## src/rtl/hazard_forward_ctrl_if.sv

```systemverilog
// Bundle between the pipeline and the hazard/forwarding controller.
// The master side drives the pipeline-stage fields; the slave side returns the selects and stalls.
interface hazard_forward_ctrl_if #(
  parameter int NSRC = 2,
  parameter int AW   = 5
);
  logic [NSRC*AW-1:0] id_rs;
  logic [NSRC*AW-1:0] ex_rs;
  logic [AW-1:0]      ex_rd;
  logic               ex_memread;
  logic               mc_start;
  logic               mc_done;
  logic [AW-1:0]      mem_rd;
  logic               mem_regwrite;
  logic               mem_memread;
  logic [AW-1:0]      wb_rd;
  logic               wb_regwrite;
  logic [NSRC*2-1:0]  fwd_sel;
  logic               stall_if;
  logic               stall_id;
  logic               stall_ex;
  logic               bubble_ex;
  logic               bubble_mem;

  modport master (
    output id_rs, ex_rs, ex_rd, ex_memread, mc_start, mc_done,
           mem_rd, mem_regwrite, mem_memread, wb_rd, wb_regwrite,
    input  fwd_sel, stall_if, stall_id, stall_ex, bubble_ex, bubble_mem
  );

  modport slave (
    input  id_rs, ex_rs, ex_rd, ex_memread, mc_start, mc_done,
           mem_rd, mem_regwrite, mem_memread, wb_rd, wb_regwrite,
    output fwd_sel, stall_if, stall_id, stall_ex, bubble_ex, bubble_mem
  );
endinterface

```

## src/rtl/hazard_forward_ctrl.sv

```systemverilog
// Operand forwarding and load-use / multi-cycle interlock for the 5-stage core.
// Optional macro HAZARD_STATS_EN adds saturating stall-cycle counters as extra ports.
module hazard_forward_ctrl #(
  parameter int NSRC     = 2,
  parameter int AW       = 5,
  parameter int LOAD_LAT = 1
) (
  input  logic                   clk,
  input  logic                   reset_n,
  hazard_forward_ctrl_if.slave   bus
`ifdef HAZARD_STATS_EN
  ,
  output logic [31:0]            ld_stall_cnt,
  output logic [31:0]            mc_stall_cnt
`endif
);

  typedef enum logic [1:0] {IDLE, LDSTALL, MCBUSY} state_e;

  localparam logic [3:0] LD_RELOAD = 4'(LOAD_LAT - 1);

  state_e            state_q, state_d;
  logic [3:0]        ld_cnt_q, ld_cnt_d;
  logic              id_match;
  logic              ld_hit;
  logic [NSRC*2-1:0] fwd_s;
  logic              stall_if_s, stall_id_s, stall_ex_s, bubble_ex_s, bubble_mem_s;

  always_comb begin
    id_match = 1'b0;
    for (int i = 0; i < NSRC; i++) begin
      if (bus.id_rs[i*AW +: AW] == bus.ex_rd) id_match = 1'b1;
    end
  end

  assign ld_hit = (state_q == IDLE) && bus.ex_memread && (bus.ex_rd != '0) && id_match;

  // MEM is the younger producer so it takes priority; a load in MEM has no data yet.
  always_comb begin
    fwd_s = '0;
    for (int i = 0; i < NSRC; i++) begin
      if (bus.ex_rs[i*AW +: AW] != '0) begin
        if (bus.mem_regwrite && !bus.mem_memread && (bus.mem_rd == bus.ex_rs[i*AW +: AW]))
          fwd_s[2*i +: 2] = 2'b10;
        else if (bus.wb_regwrite && (bus.wb_rd == bus.ex_rs[i*AW +: AW]))
          fwd_s[2*i +: 2] = 2'b01;
      end
    end
  end

  always_ff @(posedge clk or negedge reset_n) begin
    if (!reset_n) begin
      state_q  <= IDLE;
      ld_cnt_q <= 4'd0;
    end else begin
      state_q  <= state_d;
      ld_cnt_q <= ld_cnt_d;
    end
  end

  always_comb begin
    state_d  = state_q;
    ld_cnt_d = ld_cnt_q;
    case (state_q)
      IDLE: begin
        if (bus.mc_start) begin
          state_d = MCBUSY;
        end else if (ld_hit && (LOAD_LAT > 1)) begin
          state_d  = LDSTALL;
          ld_cnt_d = LD_RELOAD;
        end
      end
      LDSTALL: begin
        ld_cnt_d = ld_cnt_q - 4'd1;
        if (ld_cnt_q <= 4'd1) state_d = IDLE;
      end
      MCBUSY: begin
        if (bus.mc_done) state_d = IDLE;
      end
      default: begin
        state_d  = IDLE;
        ld_cnt_d = 4'd0;
      end
    endcase
  end

  // Outputs are forced low for as long as reset is held, independent of the clock.
  always_comb begin
    stall_if_s   = 1'b0;
    stall_id_s   = 1'b0;
    stall_ex_s   = 1'b0;
    bubble_ex_s  = 1'b0;
    bubble_mem_s = 1'b0;
    if (reset_n) begin
      case (state_q)
        IDLE: begin
          if (!bus.mc_start && ld_hit) begin
            stall_if_s  = 1'b1;
            stall_id_s  = 1'b1;
            bubble_ex_s = 1'b1;
          end
        end
        LDSTALL: begin
          stall_if_s  = 1'b1;
          stall_id_s  = 1'b1;
          bubble_ex_s = 1'b1;
        end
        MCBUSY: begin
          if (!bus.mc_done) begin
            stall_if_s   = 1'b1;
            stall_id_s   = 1'b1;
            stall_ex_s   = 1'b1;
            bubble_mem_s = 1'b1;
          end
        end
        default: begin
          stall_if_s = 1'b0;
        end
      endcase
    end
  end

  assign bus.fwd_sel    = reset_n ? fwd_s : '0;
  assign bus.stall_if   = stall_if_s;
  assign bus.stall_id   = stall_id_s;
  assign bus.stall_ex   = stall_ex_s;
  assign bus.bubble_ex  = bubble_ex_s;
  assign bus.bubble_mem = bubble_mem_s;

`ifdef HAZARD_STATS_EN
  logic [31:0] ld_stat_q, mc_stat_q;

  function automatic logic [31:0] sat_inc(input logic [31:0] v);
    return (v == 32'hFFFF_FFFF) ? v : v + 32'd1;
  endfunction

  always_ff @(posedge clk or negedge reset_n) begin
    if (!reset_n) begin
      ld_stat_q <= 32'd0;
      mc_stat_q <= 32'd0;
    end else begin
      if (bubble_ex_s) ld_stat_q <= sat_inc(ld_stat_q);
      if (stall_ex_s)  mc_stat_q <= sat_inc(mc_stat_q);
    end
  end

  assign ld_stall_cnt = ld_stat_q;
  assign mc_stall_cnt = mc_stat_q;
`endif

endmodule

```

## src/flat_wrapper.sv

```systemverilog
// flat-port wrapper written by rule: the top's interface ports become plain ports
module hazard_forward_ctrl_flat 
#(
  parameter int NSRC     = 2,
  parameter int AW       = 5,
  parameter int LOAD_LAT = 1
)
  (clk, reset_n, bus_id_rs, bus_ex_rs, bus_ex_rd, bus_ex_memread, bus_mc_start, bus_mc_done, bus_mem_rd, bus_mem_regwrite, bus_mem_memread, bus_wb_rd, bus_wb_regwrite, bus_fwd_sel, bus_stall_if, bus_stall_id, bus_stall_ex, bus_bubble_ex, bus_bubble_mem);
  hazard_forward_ctrl_if #(.NSRC(NSRC), .AW(AW)) bus_i ();
  input  logic clk;
  input  logic reset_n;
  input wire logic [$bits(bus_i.id_rs)-1:0] bus_id_rs;
  input wire logic [$bits(bus_i.ex_rs)-1:0] bus_ex_rs;
  input wire logic [$bits(bus_i.ex_rd)-1:0] bus_ex_rd;
  input wire logic [$bits(bus_i.ex_memread)-1:0] bus_ex_memread;
  input wire logic [$bits(bus_i.mc_start)-1:0] bus_mc_start;
  input wire logic [$bits(bus_i.mc_done)-1:0] bus_mc_done;
  input wire logic [$bits(bus_i.mem_rd)-1:0] bus_mem_rd;
  input wire logic [$bits(bus_i.mem_regwrite)-1:0] bus_mem_regwrite;
  input wire logic [$bits(bus_i.mem_memread)-1:0] bus_mem_memread;
  input wire logic [$bits(bus_i.wb_rd)-1:0] bus_wb_rd;
  input wire logic [$bits(bus_i.wb_regwrite)-1:0] bus_wb_regwrite;
  output wire logic [$bits(bus_i.fwd_sel)-1:0] bus_fwd_sel;
  output wire logic [$bits(bus_i.stall_if)-1:0] bus_stall_if;
  output wire logic [$bits(bus_i.stall_id)-1:0] bus_stall_id;
  output wire logic [$bits(bus_i.stall_ex)-1:0] bus_stall_ex;
  output wire logic [$bits(bus_i.bubble_ex)-1:0] bus_bubble_ex;
  output wire logic [$bits(bus_i.bubble_mem)-1:0] bus_bubble_mem;
  assign bus_i.id_rs = bus_id_rs;
  assign bus_i.ex_rs = bus_ex_rs;
  assign bus_i.ex_rd = bus_ex_rd;
  assign bus_i.ex_memread = bus_ex_memread;
  assign bus_i.mc_start = bus_mc_start;
  assign bus_i.mc_done = bus_mc_done;
  assign bus_i.mem_rd = bus_mem_rd;
  assign bus_i.mem_regwrite = bus_mem_regwrite;
  assign bus_i.mem_memread = bus_mem_memread;
  assign bus_i.wb_rd = bus_wb_rd;
  assign bus_i.wb_regwrite = bus_wb_regwrite;
  assign bus_fwd_sel = bus_i.fwd_sel;
  assign bus_stall_if = bus_i.stall_if;
  assign bus_stall_id = bus_i.stall_id;
  assign bus_stall_ex = bus_i.stall_ex;
  assign bus_bubble_ex = bus_i.bubble_ex;
  assign bus_bubble_mem = bus_i.bubble_mem;
  hazard_forward_ctrl #(.NSRC(NSRC), .AW(AW), .LOAD_LAT(LOAD_LAT)) u_core (.clk(clk), .reset_n(reset_n), .bus(bus_i));
endmodule
```

## config.mk

```make
export PLATFORM = sky130hd
export DESIGN_NAME = hazard_forward_ctrl_flat
export DESIGN_NICKNAME = d
export VERILOG_FILES = /design/src/rtl/hazard_forward_ctrl_if.sv /design/src/rtl/hazard_forward_ctrl.sv /design/src/flat_wrapper.sv
export SDC_FILE = /design/constraint.sdc
export NUM_CORES = 1
export LEC_CHECK = 0
export ABC_AREA = 1
export BUFFER_PORTS_ARGS = -buffer_cell sky130_fd_sc_hd__buf_2
export CORE_MARGIN = 2
export CORE_UTILIZATION = 35
export DETAILED_ROUTE_END_ITERATION = 12
export PLACE_DENSITY = 0.71
export SYNTH_ARGS = -nofsm -noshare
export SYNTH_HDL_FRONTEND = slang
export SYNTH_SLANG_ARGS = --single-unit
```

## constraint.sdc

```tcl
create_clock -name clk -period 1.2 [get_ports clk]
set_input_delay 0.36 -clock clk [delete_from_list [all_inputs] [get_ports clk]]
set_output_delay 0.36 -clock clk [all_outputs]
set_load 0.03 [all_outputs]
```

; ---- After elaboration in Yosys (flattened, before gate mapping)
; Cells that the tools add are included.
[word_totals]
wordCells = 54
register_bits = 6
[classes]
magnitude_cmp = 1
reduce_logical = 17
n_eq_ne = 11
n_addsub = 1
n_mux = 22
[op_table]
columns = operator, n
row1 = 5-bit == test, 6
row2 = 5-bit nonzero test, 3
row3 = 2-bit 2-to-1 mux, 7
row4 = 1-bit 2-to-1 mux, 10
row5 = 1-bit logical AND, 9
row6 = 4-bit case mux with 2 select lines, 1
row7 = 2-bit case mux with 3 select lines, 1
row8 = "4-bit by 1-bit less-or-equal comparator with 1-bit output, second input constant", 1
row9 = 4-bit 2-to-1 mux, 1
row10 = "2-bit inequality test, second input constant", 2
row11 = "4-bit by 1-bit subtractor with 4-bit output, second input constant", 1
row12 = 1-bit case mux with 3 select lines, 1
row13 = 3-bit AND reduction, 1
row14 = "2-bit by 1-bit == test with 1-bit output, second input constant", 1
row15 = "2-bit == test, second input constant", 1
row16 = 1-bit zero test, 2
row17 = 2-bit zero test, 1
row18 = "2-bit by 1-bit inequality test with 1-bit output, second input constant", 1
row19 = 1-bit case mux with 2 select lines, 1
row20 = 2-bit OR reduction, 1

; ---- Depth between registers and ports, before layout
[depth]
word_depth = 8
ltp_mapped = 9

; ---- Worst setup path before layout
; Ideal clock, no wire load.
[synth_timing]
kind = input -> output
startpoint = in reset_n
endpoint = out bus_stall_if
stages = 5
path_slack_ps = -917
t_arrival_ps = 1757
path_buffers = 1
required_time_ps = 840
cell_sequence = inv_1 nor3_1 inv_1 nand2_1 buf_4
[synth_between]
elab_chain_cells = 1
[synth_rtl]
columns = element, line_no
row1 = "start, declared", flat_wrapper.sv:11  ; input logic reset_n;
row2 = 1-bit 2-to-1 mux, n/a
row3 = "end, declared", flat_wrapper.sv:24  ; output wire logic [$bits(bus_i.stall_if)-1:0] bus_stall_if;
; No other way between the ends.

; ---- Worst setup path after layout
[layout_timing]
startpoint = in bus_mem_rd[3]
endpoint = out bus_fwd_sel[1]
[layout_between]
elab_chain_cells = 5
[layout_rtl]
columns = element, line_no
row1 = "start, declared", flat_wrapper.sv:18  ; input wire logic [$bits(bus_i.mem_rd)-1:0] bus_mem_rd;
row2 = 5-bit == test, hazard_forward_ctrl.sv:43  ; if (bus.mem_regwrite && !bus.mem_memread && (bus.mem_rd == bus.ex_rs[i*AW +: AW]))
row3 = 1-bit logical AND, hazard_forward_ctrl.sv:43
row4 = 2-bit 2-to-1 mux, hazard_forward_ctrl.sv:43
row5 = 2-bit 2-to-1 mux, hazard_forward_ctrl.sv:42  ; if (bus.ex_rs[i*AW +: AW] != '0) begin
row6 = 4-bit 2-to-1 mux, hazard_forward_ctrl.sv:123  ; assign bus.fwd_sel = reset_n ? fwd_s : '0;
row7 = "end, declared", flat_wrapper.sv:23  ; output wire logic [$bits(bus_i.fwd_sel)-1:0] bus_fwd_sel;
; No other way between the ends.

==> out/qor.csv <==
metric;value;unit
run status;finished, violations left;
violated checks;negative setup slack;
register bank with the most flops;u_core.state_q;
worst vdd ir;297;uV
RSZ-0062 raised after global routing;yes;
antenna diode count;0;
critical-path maximum fanout;3;
CP top delay family;simple AND/OR/NAND/NOR gates;
Syn Std Cell Area;669;um^2
Final Hold Fails;0;
remaining antenna violation count after routing;0;
hold slack;0.251;ns
Syn Area/Cell;4.68;um^2
Syn Nets;186;
largest registers;u_core.state_q: 1 flops;
GRT Residual Overflow;0;
DRT Pass-1 Iters;4;
RePlAce Congestion;0.846;
layout cells sized above 1;58.2;%
NumNets Final;246;
highest routed layer;met4;
Met3 Wirelength;100;um
met2 wire len;1650;um
vias per cell;4.75;
max_slew headroom;85.6;%
Cells after Synth;143;
vias;1074;
Final Cycle Share;132;%
vias in the first global route;966;
Seq/Total Area, Yosys;3.74;%
Slew @ Worst Pin;0.216;ns
hold crit path type;in2async;
DRC;0;
WL/cell;12.7;um
final core occ;81.7;%
CP Cell Sequence;buf_8 > inv_2 > nand2_2 > nand2_2 > nor3_2 > nand4_1 > nor2_4 > buf_6;
final setup margin;-0.383;ns
initial antenna violation count;0;
Leak Pwr;0.000796;uW
total negative slack;-2.66;ns
launch point of the worst reg-to-reg path;u_core.state_q[1];
Die ar.;0.00228;mm^2
Area growth syn-to-layout;115;%
Row Count;15;
Clock transition at path regs;0;ns
top achievable clock speed;0.632;GHz
Port Buffers;51;
WL met1;1070;um
first-pass GRT wire length;3820;um
worst setup path startpoint;bus_mem_rd[3];
all-layer global routing usage;22.7;%
1st-iter DRT viols;18;
Synth Area in Adders;0;%
power per standard cell area;377;mW/mm^2
crit path DAT;1.22;ns
slowest cell on the critical path;nor3_2;
largest net degree at the start of global routing;5;
Die Wd;47.7;um
critical path depth;8;
Ports;52;
Unique masters post-synth;15;
Crit Path Category;in2out;
Synth Area in Simple Gates;57.0;%
crit-path max cell delay;0.17;ns
YS warnings;0;
max reg flops;1;
Detailed Route WL;2870;um
mux cell area share after synthesis;0;%
startpoint types;primary input;
setup violators final;9;
Max Cap Viol;0;
worst path required time;0.84;ns
Yosys reg bits;1;
Pins Over Slew Limit;0;
worst skew pair latency;0;ns
largest family of logic cells by synthesized area;simple AND/OR/NAND/NOR gates;
minimum clock period;1.58;ns
Initial Utilization;37.9;%
Core Area;0.00176;mm^2
most frequent cell on the critical path;nand2_2;
Synth Area in Compound Gates;5.23;%
Post-Synth XOR/XNOR Area;14.4;%
buffers and inverters on the worst path;3;
hpwl dp;1990;um
die height;47.7;um
critical path capture point type;output pin;
clk_skew;0;ns
number of fill cells in the layout;140;
R2R cell count;3;
-- metrics by stage --
stage          instance area (um^2)  power [uW]  cells  worst slack, ns
3_3_place_gp                   1110         401    222           -0.475
4_1_cts                        1250         462    223           -0.381
2_1_floorplan                   791         247    143           -0.262
5_1_grt                        1440         584    226           -0.448
6_report                       1440         544    226           -0.383
3_5_place_dp                   1110         411    222           -0.490
-- where the power goes --
| group | switching, uW | leakage [uW] | internal [uW] | total [uW] |
|---|---|---|---|---|
| sequential | 2.72 | 0.0000113 | 39.4 | 42.1 |
| clock | 0 | 0 | 0 | 0 |
| combinational | 251 | 0.000785 | 250 | 502 |
-- cells in the mapped netlist --
master	instances	area, um^2
nor3_1	3	15.0
nor2_1	27	101
nand4_1	6	37.5
a21oi_1	3	15.0
xnor2_1	9	78.8
nand3_1	7	35.0
o22ai_1	2	12.5
inv_1	31	116
buf_4	2	15.0
o21bai_1	1	7.51
xor2_1	2	17.5
nand2_1	47	176
or2_1	1	6.26
nor3_2	1	10.0
dfrtp_1	1	25.0
-- kinds of logic (layout without fill, tap and decap cells) --
family	after synthesis	count (layout)
AOI/OAI and AO/OA	6	6
and+or+nand+nor	92	92
xor gates and xnor gates	11	11
DFF	1	1
buffers and inverters	33	91
-- final timing paths --
path                                      to  slack (ns)
min in group clk           u_core.state_q[1]        0.54
max reg2reg                u_core.state_q[1]        0.41
max                           bus_fwd_sel[1]       -0.38
max in group asynchronous  u_core.state_q[1]        0.84
min reg2reg                u_core.state_q[1]        0.54
min                        u_core.state_q[1]        0.25
-- layer usage --
metal	vias up	GRT usage, %
met3	6	0.755
met5	-	0
met2	31	49.3
li1	547	-
met4	0	0
met1	490	24.9
-- cell type report --
type | instances | area, um^2 | share of cell area, %
inverters | 31 | 151 | 10.5
multi-input cells | 109 | 703 | 48.8
flip-flops and latches | 1 | 25.0 | 1.74
well taps | 25 | 31.3 | 2.17
repair buffers | 60 | 531 | 36.8
-- what timing repair did --
item                                    4_1_cts  5_1_grt
endpoints found under the setup margin        9        9
hold buffers                                  0        0
pin swaps                                    19       36
buffers inserted                              1        3
gates resized for setup                      44       54
-- cells in the final DEF (no fill, tap or decap), types with 3 or more instances in the layout --
master,Yosys,final
nor3_4,0,3
xnor2_1,9,3
buf_2,0,21
nand3_1,7,3
buf_8,0,6
nand4_1,6,6
nand2_2,0,14
inv_2,0,12
inv_1,31,14
nand2_1,47,31
buf_4,2,11
xnor2_2,0,6
buf_6,0,20
nor2_4,0,3
nor2_2,0,6
nor2_1,27,18
nand3_2,0,4
Note: power is estimated with default switching activity, not from simulation.
